File: src/rtl/univ_shift_reg_if.sv
// univ_shift_reg_if: control, data and status bundle for the universal shift register.
interface univ_shift_reg_if #(parameter int WIDTH = 8);
   localparam int CW = $clog2(WIDTH) + 1;
   logic             load_en;
   logic [WIDTH-1:0] load_val;
   logic             en;
   logic             dir;
   logic             rotate;
   logic             ser_in;
   logic             start;
   logic [CW-1:0]    count;
   logic [WIDTH-1:0] op;
   logic             ser_out;
   logic             busy;
   logic             done;
   modport master (output load_en, load_val, en, dir, rotate, ser_in, start, count,
                   input op, ser_out, busy, done);
   modport slave  (input load_en, load_val, en, dir, rotate, ser_in, start, count,
                   output op, ser_out, busy, done);
endinterface

File: src/rtl/univ_shift_reg.sv
// univ_shift_reg: load/shift/rotate register with a counted burst mode.
module univ_shift_reg #(
   parameter int               WIDTH   = 8,
   parameter logic [WIDTH-1:0] RST_VAL = '0
) (
   input logic clk,
   input logic rstn,
   univ_shift_reg_if.slave bus
);
   localparam int CW = $clog2(WIDTH) + 1;
   typedef enum logic {IDLE, BUSY} state_t;
   state_t           state;
   logic [WIDTH-1:0] op_q, shifted;
   logic [CW-1:0]    rem;
   logic             ser_q, done_q, l_dir, l_rot, s_dir, s_rot, dep, fill;
   // A running burst uses its latched direction/mode; free-running shifts use live inputs.
   always_comb begin
      s_dir   = (state == BUSY) ? l_dir : bus.dir;
      s_rot   = (state == BUSY) ? l_rot : bus.rotate;
      dep     = s_dir ? op_q[0] : op_q[WIDTH-1];
      fill    = s_rot ? dep : bus.ser_in;
      shifted = s_dir ? {fill, op_q[WIDTH-1:1]} : {op_q[WIDTH-2:0], fill};
   end
   always_ff @(posedge clk or negedge rstn) begin
      if (!rstn) begin
         state  <= IDLE;
         op_q   <= RST_VAL;
         ser_q  <= 1'b0;
         done_q <= 1'b0;
         rem    <= '0;
         l_dir  <= 1'b0;
         l_rot  <= 1'b0;
      end else begin
         done_q <= 1'b0;
         if (bus.load_en) begin
            op_q  <= bus.load_val;
            state <= IDLE;
         end else if (state == BUSY) begin
            op_q  <= shifted;
            ser_q <= dep;
            rem   <= rem - 1'b1;
            if (rem == CW'(1)) begin
               state  <= IDLE;
               done_q <= 1'b1;
            end
         end else if (bus.start) begin
            if (bus.count == '0) begin
               done_q <= 1'b1;
            end else begin
               state <= BUSY;
               rem   <= bus.count;
               l_dir <= bus.dir;
               l_rot <= bus.rotate;
            end
         end else if (bus.en) begin
            op_q  <= shifted;
            ser_q <= dep;
         end
      end
   end
   assign bus.op      = op_q;
   assign bus.ser_out = ser_q;
   assign bus.busy    = (state == BUSY);
   assign bus.done    = done_q;
endmodule

File: src/flat_wrapper.sv
// flat-port wrapper written by rule: the top's interface ports become plain ports
module univ_shift_reg_flat 
#(
   parameter int               WIDTH   = 8,
   parameter logic [WIDTH-1:0] RST_VAL = '0
)
  (clk, rstn, bus_load_en, bus_load_val, bus_en, bus_dir, bus_rotate, bus_ser_in, bus_start, bus_count, bus_op, bus_ser_out, bus_busy, bus_done);
  univ_shift_reg_if #(.WIDTH(WIDTH)) bus_i ();
  input logic clk;
  input logic rstn;
  input wire logic [$bits(bus_i.load_en)-1:0] bus_load_en;
  input wire logic [$bits(bus_i.load_val)-1:0] bus_load_val;
  input wire logic [$bits(bus_i.en)-1:0] bus_en;
  input wire logic [$bits(bus_i.dir)-1:0] bus_dir;
  input wire logic [$bits(bus_i.rotate)-1:0] bus_rotate;
  input wire logic [$bits(bus_i.ser_in)-1:0] bus_ser_in;
  input wire logic [$bits(bus_i.start)-1:0] bus_start;
  input wire logic [$bits(bus_i.count)-1:0] bus_count;
  output wire logic [$bits(bus_i.op)-1:0] bus_op;
  output wire logic [$bits(bus_i.ser_out)-1:0] bus_ser_out;
  output wire logic [$bits(bus_i.busy)-1:0] bus_busy;
  output wire logic [$bits(bus_i.done)-1:0] bus_done;
  assign bus_i.load_en = bus_load_en;
  assign bus_i.load_val = bus_load_val;
  assign bus_i.en = bus_en;
  assign bus_i.dir = bus_dir;
  assign bus_i.rotate = bus_rotate;
  assign bus_i.ser_in = bus_ser_in;
  assign bus_i.start = bus_start;
  assign bus_i.count = bus_count;
  assign bus_op = bus_i.op;
  assign bus_ser_out = bus_i.ser_out;
  assign bus_busy = bus_i.busy;
  assign bus_done = bus_i.done;
  univ_shift_reg #(.WIDTH(WIDTH), .RST_VAL(RST_VAL)) u_core (.clk(clk), .rstn(rstn), .bus(bus_i));
endmodule
File: config.mk
export PLATFORM = sky130hd
export DESIGN_NAME = univ_shift_reg_flat
export DESIGN_NICKNAME = d
export VERILOG_FILES = /design/src/rtl/univ_shift_reg_if.sv /design/src/rtl/univ_shift_reg.sv /design/src/flat_wrapper.sv
export SDC_FILE = /design/constraint.sdc
export NUM_CORES = 1
export LEC_CHECK = 0
export ABC_AREA = 1
export CELL_PAD_IN_SITES_DETAIL_PLACEMENT = 2
export CELL_PAD_IN_SITES_GLOBAL_PLACEMENT = 2
export CORE_MARGIN = 2
export CORE_UTILIZATION = 36
export DETAILED_ROUTE_END_ITERATION = 7
export DONT_BUFFER_PORTS = 1
export HOLD_SLACK_MARGIN = 0.02
export PLACE_DENSITY_LB_ADDON = 0.1
export SETUP_SLACK_MARGIN = 0.2
export SKIP_CTS_REPAIR_TIMING = 1
export SKIP_LAST_GASP = 1
export SLEW_MARGIN = 20
export SYNTH_ARGS = -nofsm -noshare
export SYNTH_HDL_FRONTEND = slang
export SYNTH_SLANG_ARGS = --single-unit
File: constraint.sdc
create_clock -name clk -period 3.6 [get_ports clk]
set_input_delay 1.08 -clock clk [delete_from_list [all_inputs] [get_ports clk]]
set_output_delay 1.08 -clock clk [all_outputs]
set_load 0.05 [all_outputs]
# --- Yosys cells after proc, flatten, opt, wreduce, memory -nomap -nowiden ---
# Cells that the tools add are included.
totals:
  reg_bits: 17
  in_bits: 20
  out_inout_bits: 11
  elab_cells: 48
classes:
  add_sub_neg: 1
  n_eq_ne: 4
  n_mux: 25
  bitwise: 3
  n_reduce_logical: 8
ops:
  columns: ["operator", "n"]
  rows:
  - ["$mux 8", 5]
  - ["$mux 1", 17]
  - ["$mux 4", 3]
  - ["$reduce_and 3->1", 2]
  - ["$eq 4x1->1 const B", 1]
  - ["$logic_not 4->1", 1]
  - ["$ne 2x1->1 const B", 2]
  - ["$reduce_and 4->1", 1]
  - ["$reduce_bool 2->1", 2]
  - ["$sub 4x1->4 const B", 1]
  - ["$ne 3x2->1 const B", 1]
  - ["$not 1->1", 3]
  - ["$reduce_bool 3->1", 1]
  - ["$reduce_and 2->1", 1]

# --- Longest topological paths before layout ---
# Gate-level depths: netlist of the first run.
logic_depth:
  word_depth: 8
  ltp_mapped: 9

# --- Worst setup path before layout of the first run ---
# No wires, ideal clock.
synth_timing:
  path_kind: "input port to flip-flop"
  from: "input bus_load_en"
  to: "register u_core.op_q[2] (netlist: u_core.bus.op[2])"
  setup_ns: 0.087
  t_arrival_ns: 1.690
  slack_ns: 1.824
  cell_stages: 6
  cell_sequence: "buf_6 > inv_1 > nand2_4 > a21oi_1 > o21ai_0 > o211ai_1"
synth_between:
  elab_chain_len: 2
synth_rtl:
  columns: ["item", "line", "rtl"]
  rows:
  - ["start, declared", "flat_wrapper.sv:11", "input wire logic [$bits(bus_i.load_en)-1:0] bus_load_en;"]
  - ["$ne 3x2->1 (no line) / $reduce_bool 3->1 (equally long branches)", null, null]
  - ["$reduce_and 2->1 (no line)", null, null]
  - ["end signal, assigned", "univ_shift_reg.sv:36", "op_q <= bus.load_val;"]
  - ["end signal, assigned", "univ_shift_reg.sv:39", "op_q <= shifted;"]
  - ["end signal, assigned", "univ_shift_reg.sv:56", "op_q <= shifted;"]
  - ["end, declared", "univ_shift_reg.sv:13", "logic [WIDTH-1:0] op_q, shifted;"]
# Several ways; a longest one is shown, not always the timed one.
# A chain may end at the register's enable or synchronous reset.

# --- Worst setup path in the final report of the first run ---
layout_timing:
  from: "register u_core.state (netlist: u_core.bus.busy)"
  to: "output bus_busy"
layout_lines:
  columns: ["item", "line", "rtl"]
  rows:
  - ["start, declared", "univ_shift_reg.sv:12", "state_t state;"]
  - ["start signal, assigned", "univ_shift_reg.sv:26", "state <= IDLE;"]
  - ["start signal, assigned", "univ_shift_reg.sv:37", "state <= IDLE;"]
  - ["start signal, assigned", "univ_shift_reg.sv:43", "state <= IDLE;"]
  - ["end, declared", "flat_wrapper.sv:21", "output wire logic [$bits(bus_i.busy)-1:0] bus_busy;"]
# No word-level cell between the ends.

==> summary.txt, run 1 <==
Synthesized area per cell -> 7.73 µm²
Initial Util -> 0.381
Reg2reg path depth -> 5
P&R area growth vs syn -> 2.96%
Crit path depth -> 0
GR Layer Usage met2 -> 0.320
Ranking of synthesized cells by area -> dfrtp_1, nand2_1, inv_1
# nets final -> 161
Final-report max-slew violation count -> 0
Routed via count -> 923
Port buffer count -> 0
ANT nets after route -> 0
Mapped cell area -> 1060 µm²
Number of inserted diodes -> 0
Worst-case clock skew -> 0.000742 ns
Post-synth EDFFs -> 0
Main synth FF type -> dfrtp_1
Vias in the first global route -> 1003
Pwr dens -> 564 nW/µm²
Launch point of the worst reg-to-reg path -> u_core.bus.busy
Final Critical Period -> 2.29 ns
Dpl hpwl -> 2150 µm
Synthesis Warnings -> 0
Drc violations -> 0
Syn nets -> 159
Setup CP Type -> register to output pin
Rows -> 19
Vias per Instance -> 5.46
Clock Sinks -> 17
Num CTS Buffers -> 3
Most common cell in the synthesized netlist -> nand2_1
Commonest cells post-synth -> nand2_1, inv_1, dfrtp_1
Syn Inst Count -> 137
Iteration-0 DRC Markers -> 15
Most Crowded Layer GR -> met2
Worst slew pin tran -> 0.848 ns
Worst Setup EP -> bus_busy
WL/cell -> 16.4 µm
CP required -> 2.52 ns
Grt ovf -> 0
Hold Fails Final Rpt -> 0
Clk buf depth -> 2
Sequential area share after synthesis -> 0.402
DIE AREA -> 3390 µm²
CTS root buf -> clkbuf_4
Cell taking the most area after synthesis -> dfrtp_1
Post-DP Area -> 1060 µm²
Met3 usage -> 0.0246
Top-area cell type share of the netlist area -> 0.402
Post-route clock period utilization -> 0.636
Crit path capture type -> output pin
Slew HR -> 0.435
Pin count of the biggest net entering global routing -> 18
CP Max Fanout -> 11
Drt first pass iters -> 4
# setup viols final -> 0
Fillers -> 329
Met1 Resource Use GR -> 0.248
FFs w/ async S/R, synth -> 1.00
WP data arrival -> 1.21 ns
Fraction of layout cells with a size suffix above 1 -> 0.123
H-Tree Depth -> 1
RSZ-0062 raised after global routing -> no
Number of max-cap violations -> 0
Worst reg2reg setup slack -> 1.73 ns
Max IR drop VDD -> 0.000335 V
Max Fclk -> 0.436 GHz
Critical Path Source Type -> register
Die X -> 58.2 µm
CTS tree -> yes
Initial antenna violation count -> 0
Final wirelength -> 2770 µm
First-pass GRT wire length -> 4810 µm
Core area -> 2780 µm²
Post-synthesis register bit count -> 17
Io pins -> 31
Die height -> 58.2 µm
Post-synth cell types -> 23
Status -> finished, final reports clean
Post-route design area -> 1090 µm²
Worst Setup SP -> u_core.bus.busy
Clock transition at the registers of the reported paths -> 0.11 ns
Setup tns final -> 0 ns
Gr usage total -> 0.185
Reg2reg end -> u_core.bus.op[4]
Hold WC Path Type -> input pin to async pin
Leakage -> 0.000545 µW
Clk_lat worst skew -> 0.29 ns
GP Congestion -> 0.777
## per-layer routing
metal / vias to the layer above / part of all wire
met5: - / 0
met4: 0 / 0.0098
met3: 4 / 0.038
met2: 18 / 0.48
met1: 459 / 0.47
li1: 442 / -
## worst reg2reg max path, cell delays in order (launching register included)
cell	delay (ns)
dfrtp_1	0.91
nand2_2	0.18
nand2_4	0.22
inv_1	0.12
o21ai_0	0.20
o211ai_1	0.12
## report_power, final
part | total, µW | leakage (µW) | internal (µW) | switching, µW
Combinational | 161 | 0.000321 | 58.2 | 103
Clock | 109 | 0.0000150 | 43.2 | 66.0
Sequential | 345 | 0.000210 | 229 | 116
Total | 615 | 0.000545 | 330 | 285
## stage by stage
step	utilization	std cells	worst slack (ns)	hold slack, ns	total power [µW]
6_report	0.392	169	1.31	0.461	615
5_1_grt	0.392	169	1.25	0.445	664
4_1_cts	0.392	169	1.30	0.455	623
3_5_place_dp	0.382	165	1.64	0.499	513
3_3_place_gp	0.382	165	1.66	0.480	504
2_1_floorplan	-	137	1.82	0.453	479
## state kept, by name, indices dropped and copies added (netlist names)
register / count
u_core.bus.ser_out: 1
u_core.bus.done: 1
u_core.bus.busy: 1
u_core.l_rot: 1
u_core.rem: 4
u_core.bus.op: 8
u_core.l_dir: 1
## cells by family (layout without fill, tap and decap cells)
| kind of cell | Yosys count | in the layout | synth area share |
|---|---|---|---|
| simple gates | 55 | 55 | 0.246 |
| compound gates | 35 | 35 | 0.199 |
| buf+inv | 27 | 28 | 0.122 |
| flops | 17 | 17 | 0.402 |
| fa+ha+maj | 2 | 2 | 0.0236 |
| xor+xnor | 1 | 1 | 0.00828 |
## cells in the final DEF, fill, tap and decap left out, drive strengths merged
| cell type | Yosys | final |
|---|---|---|
| nand2 | 38 | 38 |
| nand3 | 8 | 8 |
| a21o | 1 | 1 |
| clkbuf | 0 | 4 |
| or2 | 1 | 1 |
| nor3b | 1 | 1 |
| dfrtp | 17 | 17 |
| xor2 | 1 | 1 |
| o21ai | 16 | 16 |
| o211ai | 6 | 6 |
| nor2 | 6 | 6 |
| a31oi | 2 | 2 |
| inv | 24 | 24 |
| ha | 2 | 2 |
| nand4 | 1 | 1 |
| a21oi | 10 | 10 |
## worst min path at each step
stage | slack (ns) | end
6_report | 0.46 | u_core.bus.done
4_1_cts | 0.45 | u_core.l_dir
3_5_place_dp | 0.50 | u_core.l_rot
2_1_floorplan | 0.45 | u_core.l_rot
5_1_grt | 0.44 | u_core.bus.ser_out
3_3_place_gp | 0.48 | u_core.l_rot
## cell type report
class | count | area (µm²) | area share
Tap cell | 31 | 38.8 | 0.0356
Sequential cell | 17 | 425 | 0.390
Inverter | 24 | 95.1 | 0.0873
Clock buffer | 4 | 26.3 | 0.0241
Multi-Input combinational cell | 93 | 504 | 0.463
Note: power is estimated with default switching activity, not from simulation.
==> run 2, diff against run 1 <==
Settings changed: CORE_UTILIZATION 36 to 34.
Clock period 3.6 ns to 2.2 ns, I/O delays scaled along.
==> run 2 against run 1 <==
Against the previous run:
- routed wire length up 1.0%
- critical path type unchanged
- critical endpoint unchanged
- final cell count is 2.4% higher
- clock skew rose by 0.0016 ns
- highest routed layer unchanged
- sequential share of layout area shrank 0.75 points
- global-route usage decreased by 1.0 points
- largest cell class unchanged
- non-clock buffer count is 2 higher
- total power rose by 65%
- die area is 5.5% higher
- sequential power up 61%
==> summary.txt, run 2 (synthesis gave the netlist of run 1 again) <==
Routed via count -> 922 (-0.11%)
Grt ovf -> 0 (unchanged)
CP required -> 1.54 ns (-0.98 ns)
Port buffer count -> 0 (unchanged)
Initial antenna violation count -> 0 (unchanged)
CP cell instances -> buf_4
Post-route design area -> 1110 µm² (+2.0%)
Status -> finished, final reports clean
Drt first pass iters -> 4 (unchanged)
Largest stage delay, worst path -> 0.62 ns
Io pins -> 31 (unchanged)
First-pass GRT wire length -> 4650 µm (-3.3%)
Slew HR -> 0.439 (+0.00390)
Final-report max-slew violation count -> 0 (unchanged)
Vias in the first global route -> 1031 (+2.8%)
Post-Place Cells -> 168 (+1.8%)
Fraction of layout cells with a size suffix above 1 -> 0.136 (+0.0125)
Commonest non-fill, non-tap cells in the layout -> nand2_1, inv_1, dfrtp_1
P&R area growth vs syn -> 4.96%
Setup ws final -> 0.343 ns (-0.966 ns)
Pwr dens -> 915 nW/µm² (+62%)
Hold WC Path Type -> input pin to register
Clk_lat worst skew -> 0.29 ns (about the same)
Vias per Instance -> 5.33 (-2.4%)
Hold Fails Final Rpt -> 0 (unchanged)
Die height -> 59.8 µm (+2.7%)
Clock Sinks -> 17 (unchanged)
Clk buf depth -> 2 (unchanged)
CTS tree -> yes
Number of inserted diodes -> 0 (unchanged)
Critical Path Source Type -> register
Final core utilization -> 0.370 (-0.0218)
Iteration-0 DRC Markers -> 19 (+4)
Most common cell after layout, fill and taps aside -> nand2_1
Number of max-cap violations -> 0 (unchanged)
Leakage -> 0.000557 µW (+2.2%)
Worst-case clock skew -> 0.00236 ns (+0.00162 ns)
Clock transition at the registers of the reported paths -> 0.11 ns (about the same)
Pre-CTS setup slack -> 0.673 ns (-0.968 ns)
Worst slew pin tran -> 0.839 ns (-0.00862 ns)
Pin count of the biggest net entering global routing -> 18 (unchanged)
Setup tns final -> 0 ns (unchanged)
WP data arrival -> 1.20 ns (about the same)
WL/cell -> 16.2 µm (-1.3%)
Die X -> 59.8 µm (+2.7%)
H-Tree Depth -> 1 (unchanged)
Non-filler cells, final -> 173 (+2.4%)
Max FFs per register -> 8 (unchanged)
Max IR drop VDD -> 0.000310 V (-7.2%)
DIE AREA -> 3580 µm² (+5.5%)
Num CTS Buffers -> 3 (unchanged)
Slowest cell on the critical path -> dfrtp_1
# nets final -> 163 (+1.2%)
Post-route clock period utilization -> 0.844
RSZ-0062 raised after global routing -> no
Delay-heaviest family, CP -> flip-flops
Max Fclk -> 0.539 GHz
CTS root buf -> clkbuf_4
# setup viols final -> 0 (unchanged)
Dpl hpwl -> 2210 µm (+2.5%)
Drc violations -> 0 (unchanged)
Core area -> 3000 µm² (+8.0%)
Gr usage total -> 0.175 (-0.0100)
Final wirelength -> 2800 µm (+1.0%)
CP Max Fanout -> 11 (unchanged)
Crit path capture type -> output pin
Rows -> 20 (+1)
Initial Util -> 0.352 (-0.0281)
GP Congestion -> 0.711 (-8.5%)
Total buffers and inverters traversed by the critical path -> 1
Post-DP Area -> 1070 µm² (+0.94%)
Final Critical Period -> 1.86 ns
Setup CP Type -> register to output pin
ANT nets after route -> 0 (unchanged)
run 2: layout make-up:
type / instances / area [µm²]
fillers: 371 / 1890
multi-input cells: 93 / 504
clock buffers: 3 / 22.5
flip-flops and latches: 17 / 425
clock inverters: 1 / 5.00
repair buffers: 2 / 17.5
well taps: 33 / 41.3
inverters: 24 / 95.1
run 2: layer usage:
metal  track usage  vias up  routed length, µm  share of wire
li1              -      450                  -              -
met1         0.207      451               1230           0.44
met2         0.312       19               1410           0.51
met3        0.0368        2                131          0.047
met4        0.0571        0                 20         0.0072
met5             0        -                  0              0
run 2: power breakdown:
group          internal, µW  leakage [µW]  switching (µW)  total (µW)
Clock                  67.6     0.0000177             106         174
Combinational          99.7      0.000330             188         288
Sequential              374      0.000210             182         556
Total                   541      0.000557             476        1020
run 2: worst reg2reg max path, stage by stage, from the launching register on:
cell	delay [ns]
dfrtp_1	0.62
nand2_2	0.15
nand2_4	0.20
inv_1	0.12
a21oi_1	0.15
o21ai_0	0.11
o211ai_1	0.11
run 2: through the flow:
step / total power [µW] / hold slack (ns)
2_1_floorplan: 784 / 0.364
3_3_place_gp: 834 / 0.365
3_5_place_dp: 849 / 0.365
4_1_cts: 1030 / 0.0299
5_1_grt: 1100 / 0.506
6_report: 1020 / 0.509
run 2: path summary, 6_finish.rpt:
check	start	to	slack, ns	cells after the start
setup / recovery	u_core.bus.busy	bus_busy	0.34	1
hold / removal	bus_load_val[1]	u_core.bus.op[1]	0.51	2
setup reg to reg	u_core.bus.busy	u_core.bus.op[4]	0.66	6
hold reg to reg	u_core.l_rot	u_core.l_rot	0.51	2
max in group asynchronous	rstn	u_core.bus.op[1]	0.78	1
min in group asynchronous	rstn	u_core.rem[1]	0.90	1
